File: src/rtl/writeback_pkg.sv
// Shared types and constants for the writeback stage and its neighbours.
package writeback_pkg;

    // Writeback sequencing states.
    typedef enum logic [0:0] {
        IDLE     = 1'b0,
        WAIT_MEM = 1'b1
    } wb_state_t;

    // Load funct3 encodings.
    localparam logic [2:0] LOAD_LB  = 3'b000;
    localparam logic [2:0] LOAD_LH  = 3'b001;
    localparam logic [2:0] LOAD_LW  = 3'b010;
    localparam logic [2:0] LOAD_LBU = 3'b100;
    localparam logic [2:0] LOAD_LHU = 3'b101;

    // Major opcodes shared across the pipeline.
    localparam logic [6:0] OPC_LOAD   = 7'b0000011;
    localparam logic [6:0] OPC_STORE  = 7'b0100011;
    localparam logic [6:0] OPC_OP_IMM = 7'b0010011;
    localparam logic [6:0] OPC_OP     = 7'b0110011;
    localparam logic [6:0] OPC_LUI    = 7'b0110111;
    localparam logic [6:0] OPC_AUIPC  = 7'b0010111;
    localparam logic [6:0] OPC_JAL    = 7'b1101111;
    localparam logic [6:0] OPC_JALR   = 7'b1100111;
    localparam logic [6:0] OPC_BRANCH = 7'b1100011;

    // True for the five funct3 codes a load may legally carry.
    function automatic logic is_legal_load(input logic [2:0] funct3);
        case (funct3)
            LOAD_LB, LOAD_LH, LOAD_LW, LOAD_LBU, LOAD_LHU: is_legal_load = 1'b1;
            default:                                        is_legal_load = 1'b0;
        endcase
    endfunction

endpackage

File: src/rtl/writeback_if.sv
// Execute-side retire bundle, data-memory response and register-file write port.
interface writeback_if #(
    parameter int WORD_SIZE = 32
) ();

    logic                 ex_valid;
    logic                 ex_ready;
    logic [WORD_SIZE-1:0] ex_result;
    logic [4:0]           ex_reg_dest;
    logic                 ex_write_enable;
    logic                 ex_is_load;
    logic [2:0]           ex_funct3;
    logic [1:0]           ex_addr_low;
    logic                 mem_rsp_valid;
    logic [WORD_SIZE-1:0] mem_rdata;
    logic                 write_enable;
    logic [4:0]           write_addr;
    logic [WORD_SIZE-1:0] write_data;
    logic                 load_error;

    // Writeback stage side.
    modport slave (
        input  ex_valid, ex_result, ex_reg_dest, ex_write_enable, ex_is_load,
               ex_funct3, ex_addr_low, mem_rsp_valid, mem_rdata,
        output ex_ready, write_enable, write_addr, write_data, load_error
    );

    // Execute / memory / register-file side.
    modport master (
        output ex_valid, ex_result, ex_reg_dest, ex_write_enable, ex_is_load,
               ex_funct3, ex_addr_low, mem_rsp_valid, mem_rdata,
        input  ex_ready, write_enable, write_addr, write_data, load_error
    );

endinterface

File: src/rtl/writeback_load_formatter.sv
// Aligns a data-memory read word and sign/zero-extends it by load width.
module load_formatter
    import writeback_pkg::*;
#(
    parameter int WORD_SIZE = 32
) (
    input  logic [WORD_SIZE-1:0] rdata,
    input  logic [2:0]           funct3,
    input  logic [1:0]           addr_low,
    output logic [WORD_SIZE-1:0] result
);

    logic [7:0]  sel_byte;
    logic [15:0] sel_half;

    // Pick the addressed byte/half, then extend according to funct3.
    always_comb begin
        sel_byte = rdata[8*addr_low +: 8];
        sel_half = rdata[16*addr_low[1] +: 16];
        result   = '0;
        case (funct3)
            LOAD_LB:  result = {{(WORD_SIZE-8){sel_byte[7]}}, sel_byte};
            LOAD_LBU: result = {{(WORD_SIZE-8){1'b0}}, sel_byte};
            LOAD_LH:  result = {{(WORD_SIZE-16){sel_half[15]}}, sel_half};
            LOAD_LHU: result = {{(WORD_SIZE-16){1'b0}}, sel_half};
            LOAD_LW:  result = rdata;
            default:  result = '0;
        endcase
    end

endmodule

File: src/rtl/writeback.sv
// Final pipeline stage: retires ALU results directly, waits for load data,
// formats it and drives the register-file write port.
module writeback
    import writeback_pkg::*;
#(
    parameter int WORD_SIZE   = 32,
    parameter int MEM_TIMEOUT = 255
) (
    input  logic       clock,
    input  logic       reset,
    writeback_if.slave wb
);

    localparam int CNT_W = (MEM_TIMEOUT < 1) ? 1 : $clog2(MEM_TIMEOUT + 1);
    localparam logic [CNT_W-1:0] CNT_LIMIT = CNT_W'(MEM_TIMEOUT);

    wb_state_t            state;
    logic [CNT_W-1:0]     counter;
    logic [4:0]           lat_dest;
    logic                 lat_we;
    logic [2:0]           lat_funct3;
    logic [1:0]           lat_addr_low;
    logic                 write_enable_q;
    logic [4:0]           write_addr_q;
    logic [WORD_SIZE-1:0] write_data_q;
    logic                 load_error_q;
    logic [WORD_SIZE-1:0] formatted;

    load_formatter #(
        .WORD_SIZE(WORD_SIZE)
    ) u_fmt (
        .rdata   (wb.mem_rdata),
        .funct3  (lat_funct3),
        .addr_low(lat_addr_low),
        .result  (formatted)
    );

    // Retire sequencing, load tracking with timeout, and registered outputs.
    always_ff @(posedge clock) begin
        if (reset) begin
            state          <= IDLE;
            counter        <= '0;
            lat_dest       <= '0;
            lat_we         <= 1'b0;
            lat_funct3     <= '0;
            lat_addr_low   <= '0;
            write_enable_q <= 1'b0;
            write_addr_q   <= '0;
            write_data_q   <= '0;
            load_error_q   <= 1'b0;
        end else begin
            write_enable_q <= 1'b0;
            load_error_q   <= 1'b0;
            case (state)
                IDLE: begin
                    if (wb.ex_valid) begin
                        if (!wb.ex_is_load) begin
                            write_enable_q <= wb.ex_write_enable & (wb.ex_reg_dest != 5'd0);
                            write_addr_q   <= wb.ex_reg_dest;
                            write_data_q   <= wb.ex_result;
                        end else if (!is_legal_load(wb.ex_funct3)) begin
                            load_error_q <= 1'b1;
                        end else begin
                            lat_dest     <= wb.ex_reg_dest;
                            lat_we       <= wb.ex_write_enable;
                            lat_funct3   <= wb.ex_funct3;
                            lat_addr_low <= wb.ex_addr_low;
                            counter      <= '0;
                            state        <= WAIT_MEM;
                        end
                    end
                end
                WAIT_MEM: begin
                    // A response in the limit cycle takes priority over the timeout.
                    if (wb.mem_rsp_valid) begin
                        write_enable_q <= lat_we & (lat_dest != 5'd0);
                        write_addr_q   <= lat_dest;
                        write_data_q   <= formatted;
                        state          <= IDLE;
                    end else if (counter == CNT_LIMIT) begin
                        load_error_q <= 1'b1;
                        state        <= IDLE;
                    end else begin
                        counter <= counter + 1'b1;
                    end
                end
                default: state <= IDLE;
            endcase
        end
    end

    // Ready depends on state only, so there is no input-to-ready path.
    always_comb begin
        wb.ex_ready     = (state == IDLE);
        wb.write_enable = write_enable_q;
        wb.write_addr   = write_addr_q;
        wb.write_data   = write_data_q;
        wb.load_error   = load_error_q;
    end

endmodule
File: src/flat_wrapper.sv
// flat-port wrapper written by rule: the top's interface ports become plain ports
module writeback_flat import writeback_pkg::*;
#(
    parameter int WORD_SIZE   = 32,
    parameter int MEM_TIMEOUT = 255
)
  (clock, reset, wb_ex_valid, wb_ex_result, wb_ex_reg_dest, wb_ex_write_enable, wb_ex_is_load, wb_ex_funct3, wb_ex_addr_low, wb_mem_rsp_valid, wb_mem_rdata, wb_ex_ready, wb_write_enable, wb_write_addr, wb_write_data, wb_load_error);
  writeback_if #(.WORD_SIZE(WORD_SIZE)) wb_i ();
  input  logic clock;
  input  logic reset;
  input wire logic [$bits(wb_i.ex_valid)-1:0] wb_ex_valid;
  input wire logic [$bits(wb_i.ex_result)-1:0] wb_ex_result;
  input wire logic [$bits(wb_i.ex_reg_dest)-1:0] wb_ex_reg_dest;
  input wire logic [$bits(wb_i.ex_write_enable)-1:0] wb_ex_write_enable;
  input wire logic [$bits(wb_i.ex_is_load)-1:0] wb_ex_is_load;
  input wire logic [$bits(wb_i.ex_funct3)-1:0] wb_ex_funct3;
  input wire logic [$bits(wb_i.ex_addr_low)-1:0] wb_ex_addr_low;
  input wire logic [$bits(wb_i.mem_rsp_valid)-1:0] wb_mem_rsp_valid;
  input wire logic [$bits(wb_i.mem_rdata)-1:0] wb_mem_rdata;
  output wire logic [$bits(wb_i.ex_ready)-1:0] wb_ex_ready;
  output wire logic [$bits(wb_i.write_enable)-1:0] wb_write_enable;
  output wire logic [$bits(wb_i.write_addr)-1:0] wb_write_addr;
  output wire logic [$bits(wb_i.write_data)-1:0] wb_write_data;
  output wire logic [$bits(wb_i.load_error)-1:0] wb_load_error;
  assign wb_i.ex_valid = wb_ex_valid;
  assign wb_i.ex_result = wb_ex_result;
  assign wb_i.ex_reg_dest = wb_ex_reg_dest;
  assign wb_i.ex_write_enable = wb_ex_write_enable;
  assign wb_i.ex_is_load = wb_ex_is_load;
  assign wb_i.ex_funct3 = wb_ex_funct3;
  assign wb_i.ex_addr_low = wb_ex_addr_low;
  assign wb_i.mem_rsp_valid = wb_mem_rsp_valid;
  assign wb_i.mem_rdata = wb_mem_rdata;
  assign wb_ex_ready = wb_i.ex_ready;
  assign wb_write_enable = wb_i.write_enable;
  assign wb_write_addr = wb_i.write_addr;
  assign wb_write_data = wb_i.write_data;
  assign wb_load_error = wb_i.load_error;
  writeback #(.WORD_SIZE(WORD_SIZE), .MEM_TIMEOUT(MEM_TIMEOUT)) u_core (.clock(clock), .reset(reset), .wb(wb_i));
endmodule
File: config.mk
export PLATFORM = sky130hd
export DESIGN_NAME = writeback_flat
export DESIGN_NICKNAME = d
export VERILOG_FILES = /design/src/rtl/writeback_pkg.sv /design/src/rtl/writeback_if.sv /design/src/rtl/writeback_load_formatter.sv /design/src/rtl/writeback.sv /design/src/flat_wrapper.sv
export SDC_FILE = /design/constraint.sdc
export NUM_CORES = 1
export LEC_CHECK = 0
export CORE_MARGIN = 2
export CORE_UTILIZATION = 64
export CTS_CLUSTER_SIZE = 30
export DETAILED_ROUTE_END_ITERATION = 6
export DONT_BUFFER_PORTS = 1
export GPL_TIMING_DRIVEN = 0
export PLACE_DENSITY = 0.8
export SLEW_MARGIN = 20
export SYNTH_ARGS = -nofsm -noshare
export SYNTH_HDL_FRONTEND = slang
export SYNTH_HIERARCHICAL = 1
export SYNTH_SLANG_ARGS = --single-unit
File: constraint.sdc
create_clock -name clock -period 2.05 [get_ports clock]
set_clock_uncertainty 0.15 [all_clocks]
set_input_delay 0.41 -clock clock [delete_from_list [all_inputs] [get_ports clock]]
set_output_delay 0.41 -clock clock [all_outputs]
set_load 0.02 [all_outputs]
==> summary.md, run 1 <==
| Metric | Value |
|---|---|
| Initial core utilization | `around two thirds` |
| CTS Buf Count | `9` |
| Initial antenna violation count | `0` |
| TritonCTS clock tree | `built` |
| Clk sinks | `between 50 and 60` |
| Final Setup Violations | `0` |
| Count of flip-flops with a built-in enable after synthesis | `0` |
| Maxcap violations | `0` |
| DR pass1 iterations | `5` |
| Post-Synthesis Cells | `between 300 and 400` |
| Synthesized Nets | `478` |
| Worst slew pin tran | `just under 0.6 ns` |
| Pwr Total | `2.93 mW` |
| Status | `finished, final reports clean` |
| Asr flop ratio synth | `0%` |
| Sequential Power Share | `46.1%` |
| Nets | `slightly below 500` |
| Routability congestion estimate | `between 0.9 and 1` |
| Fin. Hold Viols | `0` |
| Pre-CTS setup slack | `-0.0154 ns` |
| Clock Latency Late Sink | `about 0.33 ns` |
| GR Util All Layers | `between 30% and 40%` |
| HPWL Detailed | `about 7200 um` |
| Grt total ovfl | `0` |
| Final min period | `roughly 2.0 ns` |
| Die area | `a little under 6000 um^2` |
| Synth-to-layout area growth | `8.95%` |
| Clock transition at path regs | `roughly 0.060 ns` |
| IO buf count | `0` |
| CP max FO | `10` |
| Top Ports | `120` |
| Largest net degree at the start of global routing | `11` |
| Post-DRT Antenna Nets | `0` |
| Synth area leader | `dfxtp_1` |
| Die H | `a little under 80 um` |
| Hold crit path type | `in -> reg` |
| Layout cells sized above 1 | `approximately an eighth` |
| Vias per Instance | `6.55` |
| Setup slack, reg-to-reg | `approximately 0.080 ns` |
| First-pass GRT wire length | `~15000 um` |
| Peak Freq | `slightly above 0.5 GHz` |
| DR WL/cell | `19.7 um` |
| Max-slew headroom | `about three fifths` |
| Cell Area, Placed | `~3500 um^2` |
| Commonest cells after routing, fill and taps aside | `dfxtp_1, nor2_1, mux2i_1` |
| Number of fillers in the final layout | `421` |
| Leak pwr | `around 1.3 nW` |
| Core Util, Final | `slightly above 70%` |
| Final period util | `a little over nine tenths` |
| Peak supply drop | `slightly above 0.0006 V` |
| Die width | `between 70 and 80 um` |
| Seq cells post-synth | `59` |
| Worst Path Arrival | `slightly above 2 ns` |
| Rows | `26` |
| Critical path's slowest cell | `nor3b_4` |
| Internal power | `about 2.1 mW` |
| Avg Cell Area, Syn | `8.63 um^2` |
| Crit start category | `flip-flop` |
| Max clock buf depth | `2` |
| Kind of end point of the critical path | `flip-flop` |
| Highest cell delay on the worst timing path | `0.43 ns` |
| Yosys synthesis warning count | `6` |
| Yosys cell types | `54` |
| Final WS setup | `0.0798 ns` |
| Top-area cell type share of the netlist area | `between 30% and 40%` |
| Vias | `3156` |
| Drt initial violations | `approximately 180` |
| WHS Path Cells | `2` |
| Worst R2R End | `u_core/wb.write_data[6]` |
| Clk pwr share | `a little over a third` |
| FF-to-FF path depth | `6` |
| Vias in the first global route | `about 3100` |
| Ys flop type | `dfxtp_1` |
| Worst setup path class | `reg -> reg` |
| Final wirelength | `around 9500 um` |
| DRC violations left | `0` |
| Most common cell after layout, fill and taps aside | `dfxtp_1` |
| Final Instance Area | `between 3000 and 4000 um^2` |
| Switching fraction of total power | `29.4%` |
| Diode count | `0` |
| Psw | `around 860 uW` |
| Crit path cell chain | `buf_6, nor3b_4, a21o_1, a221o_1, mux2i_1, a211oi_1` |
| Top cells by area, synth | `dfxtp_1, mux2i_1, a211oi_1, nor2_1, o211ai_1` |
| Hold Path End | `u_core/lat_addr_low[0]` |
| Hold_sp | `wb_ex_addr_low[0]` |
| Crit path required time | `2.14 ns` |
| Power Density | `between 700 and 800 nW/um^2` |
| Mapped Area | `3420 um^2` |
| Hold buffer count at CTS | `0` |
| CTS root buffer | `clkbuf_8` |
| Sequential fraction of the synthesis area | `between 30% and 40%` |
| H-tree lvl count | `3` |
| CORE AREA | `5140 um^2` |
| Max-slew violations | `0` |
| Logic pwr share | `18.0%` |
| Worst r2r src | `u_core/lat_funct3[1]` |
## worst max-delay path by stage
stage	depth (start not counted)	from	end
final	6	u_core/lat_funct3[1]	u_core/wb.write_data[6]
after global routing	6	u_core/lat_funct3[0]	u_core/wb.write_data[6]
after CTS	6	u_core/lat_funct3[0]	u_core/wb.write_data[6]
after detailed placement	7	u_core/lat_funct3[0]	u_core/wb.write_data[25]
after global placement	7	u_core/lat_funct3[0]	u_core/wb.write_data[30]
after floorplan	7	u_core/lat_funct3[1]	u_core/wb.write_data[0]
## power by group through the flow
stage / Clock (mW) / Sequential, mW / Combinational, mW
2_1_floorplan: 0 / 1.36 / 0.407
3_3_place_gp: 0 / 1.37 / 0.497
3_5_place_dp: 0 / 1.37 / 0.510
4_1_cts: 1.06 / 1.35 / 0.512
5_1_grt: 1.13 / 1.36 / 0.580
6_report: 1.05 / 1.35 / 0.527
## repair_timing
action | CTS | global route
setup buffers | 0 | 1
endpoints found under the setup margin | 4 | 24
pin swaps | 0 | 3
resized for setup | 1 | 8
## sequential cells by signal, indices dropped and copies added, names as in the netlist
| name | cells |
|---|---|
| u_core/wb.write_data | 32 |
| u_core/counter | 8 |
| u_core/lat_dest | 5 |
| u_core/wb.write_addr | 5 |
| u_core/lat_funct3 | 3 |
| u_core/lat_addr_low | 2 |
| u_core/lat_we | 1 |
| u_core/state | 1 |
| u_core/wb.load_error | 1 |
| u_core/wb.write_enable | 1 |
## metrics by stage
step                      instances  hold WS [ns]  TNS [ns]
after detailed placement        467         0.313   -0.0322
after CTS                       482        0.0549         0
after global placement          467         0.295         0
final                           482        0.0605         0
after global routing            482        0.0478   -0.0230
after floorplan                 397         0.287         0
## layout make-up
type                       count  area (um^2)  area share [%]
multi-input combinational    296         2000            53.7
sequential                    59         1180            31.7
buffer                        36          238            6.37
clock buffer                  13          159            4.26
tap                           70         87.6            2.35
clock inverter                 2         35.0           0.939
inverter                       5         18.8           0.503
timing repair buffer           1         7.51           0.201
## metal layers
layer | wire length, um | vias up | share of wire (%) | global-route usage [%]
li1 | - | 1504 | - | -
met1 | 4010 | 1457 | 42 | 42.7
met2 | 4290 | 174 | 45 | 49.4
met3 | 984 | 21 | 10 | 10.1
met4 | 194 | 0 | 2.0 | 10.9
met5 | 0 | - | 0 | 0
## cells by family (layout without fill, tap and decap cells)
group	count (synthesis)	after routing	synth area share [%]
compound gates	108	108	23.5
buf+inv	42	57	7.42
simple gates	139	139	20.1
mux	48	48	14.1
flops	59	59	34.5
fa+ha+maj	1	1	0.365
## critical path: cells and delay by family, from the launching register on
family                 cells  cell delay [ns]
AO/OA/AOI/OAI              3             0.74
AND/OR/NAND/NOR            1             0.43
flip-flops                 1             0.34
buffers and inverters      1             0.13
multiplexers               1             0.08
## synth_stat cells, drive strengths merged (2+ instances only)
cell     n
nand2b   9
a31oi    3
o211ai  16
nor3     2
clkbuf  10
mux2     3
o21ai    9
nand4    3
and3     3
a32oi    2
nand2   29
a211oi  37
a21oi   16
nor3b    2
or4      3
and2     3
buf     27
nor2b    3
o221ai   8
nor4     2
nor2    53
nand3b   2
mux2i   45
nand3   19
a221o    6
dfxtp   59
inv      5
(Power assumes the default switching activity.)
==> run 2, diff against run 1 <==
--- a/config.mk
+++ b/config.mk
@@ -13,5 +13,5 @@
 export GPL_TIMING_DRIVEN = 0
 export PLACE_DENSITY = 0.8
-export SLEW_MARGIN = 20
+export REMOVE_ABC_BUFFERS = 1
 export SYNTH_ARGS = -nofsm -noshare
 export SYNTH_HDL_FRONTEND = slang
==> constraint.sdc (replaced) <==
create_clock -name clock -period 2.05 [get_ports clock]
set_clock_uncertainty 0.15 [all_clocks]
set_input_delay 0.205 -clock clock [delete_from_list [all_inputs] [get_ports clock]]
set_output_delay 0.205 -clock clock [all_outputs]
set_load 0.02 [all_outputs]
==> run 2 against run 1 <==
Combinational power grew 12%. Clock power is essentially flat. Critical path depth shrank 1. Largest cell class unchanged. Highest routed layer unchanged.
==> summary.md, run 2 (synthesis results as in run 1) <==
| Metric | Value |
|---|---|
| IO buf count | `0 (unchanged)` |
| WP buf/inv | `0 (was 1)` |
| TritonCTS clock tree | `built (unchanged)` |
| Initial antenna violation count | `0 (unchanged)` |
| CTS Buf Count | `9 (unchanged)` |
| Highest cell delay on the worst timing path | `0.46 ns (was 0.43 ns)` |
| Switching fraction of total power | `31.9% (was 29.4%)` |
| Psw | `966 uW (was 860 uW)` |
| Final period util | `96.9% (was 96.1%)` |
| Unrepaired setup endpoints after global routing | `true` |
| Top Layer Used | `met4 (unchanged)` |
| Cell Area, Placed | `3330 um^2 (was 3510 um^2)` |
| Clk sinks | `59 (unchanged)` |
| Largest net degree at the start of global routing | `60 (was 11)` |
| Clock transition at path regs | `0.07 ns (was 0.06 ns)` |
| Met3 routed WL | `1060 um (was 984 um)` |
| CP max FO | `27 (was 10)` |
| Final Instance Area | `4190 um^2 (was 3730 um^2)` |
| Met2 WL | `4940 um (was 4290 um)` |
| Max reg flops | `32 (unchanged)` |
| Commonest cells after routing, fill and taps aside | `dfxtp_1, nor2_1, dlygate4sd3_1 (was dfxtp_1, nor2_1, mux2i_1)` |
| Power Density | `723 nW/um^2 (was 784 nW/um^2)` |
| Vias | `3376 (was 3156)` |
| Crit start category | `flip-flop (unchanged)` |
| Final std cells w/o fill | `505 (was 482)` |
| Die area | `5950 um^2 (unchanged)` |
| CTS root buffer | `clkbuf_8 (unchanged)` |
| Logic pwr share | `19.4% (was 18.0%)` |
| H-tree lvl count | `3 (unchanged)` |
| Internal power | `2.06 mW (was 2.07 mW)` |
| CORE AREA | `5140 um^2 (unchanged)` |
| Worst r2r src | `u_core/lat_funct3[1] (unchanged)` |
| Clk pwr share | `35.5% (was 35.9%)` |
| CP delay by family, top | `simple AND/OR/NAND/NOR gates (was compound AO/OA/AOI/OAI gates)` |
| FF-to-FF path depth | `5 (was 6)` |
| Rows | `26 (unchanged)` |
| Hold crit path type | `in -> reg (unchanged)` |
| Setup slack, reg-to-reg | `0.06 ns (was 0.08 ns)` |
| Max-slew violations | `0 (unchanged)` |
| First-pass GRT wire length | `15500 um (was 15200 um)` |
| Final wirelength | `10300 um (was 9480 um)` |
| Most common cell after layout, fill and taps aside | `dfxtp_1 (unchanged)` |
| Max clock buf depth | `2 (unchanged)` |
| Clock Latency Late Sink | `0.33 ns (about the same)` |
| Leak pwr | `1.40 nW (was 1.27 nW)` |
| Hold slack | `0.0299 ns (was 0.0605 ns)` |
| DR pass1 iterations | `6 (was 5)` |
| Status | `finished, final reports clean (unchanged)` |
| Critical path's slowest cell | `or3b_4 (was nor3b_4)` |
| WHS Path Cells | `3 (was 2)` |
| Diode count | `0 (unchanged)` |
| HPWL Detailed | `5860 um (was 7200 um)` |
| Placed insts | `432 (was 467)` |
| Maxcap violations | `0 (unchanged)` |
| Nets | `511 (was 489)` |
| Crit path cell chain | `or3b_4, nand2b_4, a32oi_1, mux2i_1, a211oi_1 (was buf_6, nor3b_4, a21o_1, a221o_1, mux2i_1, a211oi_1)` |
| Hold Path End | `u_core/lat_funct3[0] (was u_core/lat_addr_low[0])` |
| Die H | `77.2 um (unchanged)` |
| Final min period | `1.99 ns (was 1.97 ns)` |
| Number of fillers in the final layout | `330 (was 421)` |
| Post-Route Setup TNS | `0 ns (unchanged)` |
| Crit path required time | `2.14 ns (about the same)` |
| Grt total ovfl | `0 (unchanged)` |
| Worst R2R End | `u_core/wb.write_data[0] (was u_core/wb.write_data[6])` |
| Synth-to-layout area growth | `22.5% (was 8.95%)` |
| Vias per Instance | `6.69 (was 6.55)` |
| Hold_sp | `wb_ex_funct3[2] (was wb_ex_addr_low[0])` |
| Die width | `77.2 um (unchanged)` |
| Worst setup path class | `reg -> reg (unchanged)` |
| Routability congestion estimate | `0.796 (was 0.947)` |
| DRC violations left | `0 (unchanged)` |
| Kind of end point of the critical path | `flip-flop (unchanged)` |
| GR Util All Layers | `32.6% (was 32.1%)` |
| Final Setup Violations | `0 (unchanged)` |
| Peak Freq | `0.504 GHz (was 0.508 GHz)` |
| Layout cells sized above 1 | `12.4% (was 13.3%)` |
| Drt initial violations | `217 (was 181)` |
| Initial core utilization | `66.6% (unchanged)` |
| Worst Path Arrival | `2.07 ns (was 2.06 ns)` |
| Worst slew pin tran | `0.703 ns (was 0.579 ns)` |
| Peak supply drop | `0.000484 V (was 0.000620 V)` |
| Fin. Hold Viols | `0 (unchanged)` |
| DR WL/cell | `20.3 um (was 19.7 um)` |
| Wl on met1 | `4040 um (was 4010 um)` |
| Max-slew headroom | `53.0% (was 61.4%)` |
| Vias in the first global route | `3150 (was 3070)` |
| Post-DRT Antenna Nets | `0 (unchanged)` |
| Core Util, Final | `81.6% (was 72.6%)` |
| Sequential Power Share | `45.0% (was 46.1%)` |
| Top Ports | `120 (unchanged)` |
## run 2: changes by cell type in the layout (fill, tap and decap cells not counted), sizes merged, moves of 2 or more
cell	before	now
buf	28	9
a22oi	1	3
clkbuf	22	10
clkinv	1	3
clkinvlp	0	3
dlygate4sd3	0	46
## run 2: power by group through the flow
| stage | Sequential [mW] | Combinational, mW | Clock (mW) |
|---|---|---|---|
| 2_1_floorplan | 1.38 | 0.336 | 0 |
| 3_3_place_gp | 1.40 | 0.400 | 0 |
| 3_5_place_dp | 1.39 | 0.418 | 0 |
| 4_1_cts | 1.36 | 0.537 | 1.09 |
| 5_1_grt | 1.37 | 0.636 | 1.14 |
| 6_report | 1.36 | 0.589 | 1.08 |
## run 2: how the worst max path moves through the flow
stage | start | end | slack, ns | cells past startpoint
finish | u_core/lat_funct3[1] | u_core/wb.write_data[0] | 0.06 | 5
global route | u_core/lat_funct3[1] | u_core/wb.write_data[13] | -0.04 | 6
CTS | u_core/lat_funct3[1] | u_core/wb.write_data[24] | 0.02 | 5
detailed placement | u_core/lat_funct3[1] | u_core/wb.write_data[1] | -0.51 | 5
global placement | u_core/state | u_core/wb.write_data[25] | -3.58 | 3
floorplan | u_core/state | u_core/wb.write_addr[0] | -2.20 | 2
## run 2: what timing repair did
item                                    in CTS  in global routing
endpoints found under the setup margin      52                 36
buffers inserted                             2                  4
cloned                                       2                  2
hold buffers                                47                  1
pin swaps                                    2                  2
gates resized for setup                      7                 13
hold endpoints to repair                    58                  1
## run 2: area by class of cell
type	instances	area, um^2	area share, %
Sequential cell	59	1190	28.5
Inverter	5	18.8	0.447
Multi-Input combinational cell	299	2070	49.4
Tap cell	70	87.6	2.09
Clock inverter	7	78.8	1.88
Clock buffer	9	124	2.95
Timing Repair Buffer	56	618	14.7
## run 2: per-stage QoR
stage / setup WS [ns] / power, mW
after global placement: -3.58 / 1.80
after detailed placement: -0.505 / 1.81
after floorplan: -2.20 / 1.72
after CTS: 0.0170 / 2.99
after global routing: -0.0364 / 3.15
final: 0.0645 / 3.03
## run 2: worst register-to-register path, delay by kind of cell, from the launching register on
kind,cells,cell delay [ns]
AND/OR/NAND/NOR,2,0.61
AO/OA/AOI/OAI,2,0.54
flip-flops,1,0.44
multiplexers,1,0.14
## run 2: routing by layer
metal / GRT usage [%] / vias up
met1: 39.2 / 1584
met3: 9.76 / 25
met5: 0 / -
met2: 53.7 / 207
met4: 14.1 / 0
li1: - / 1560
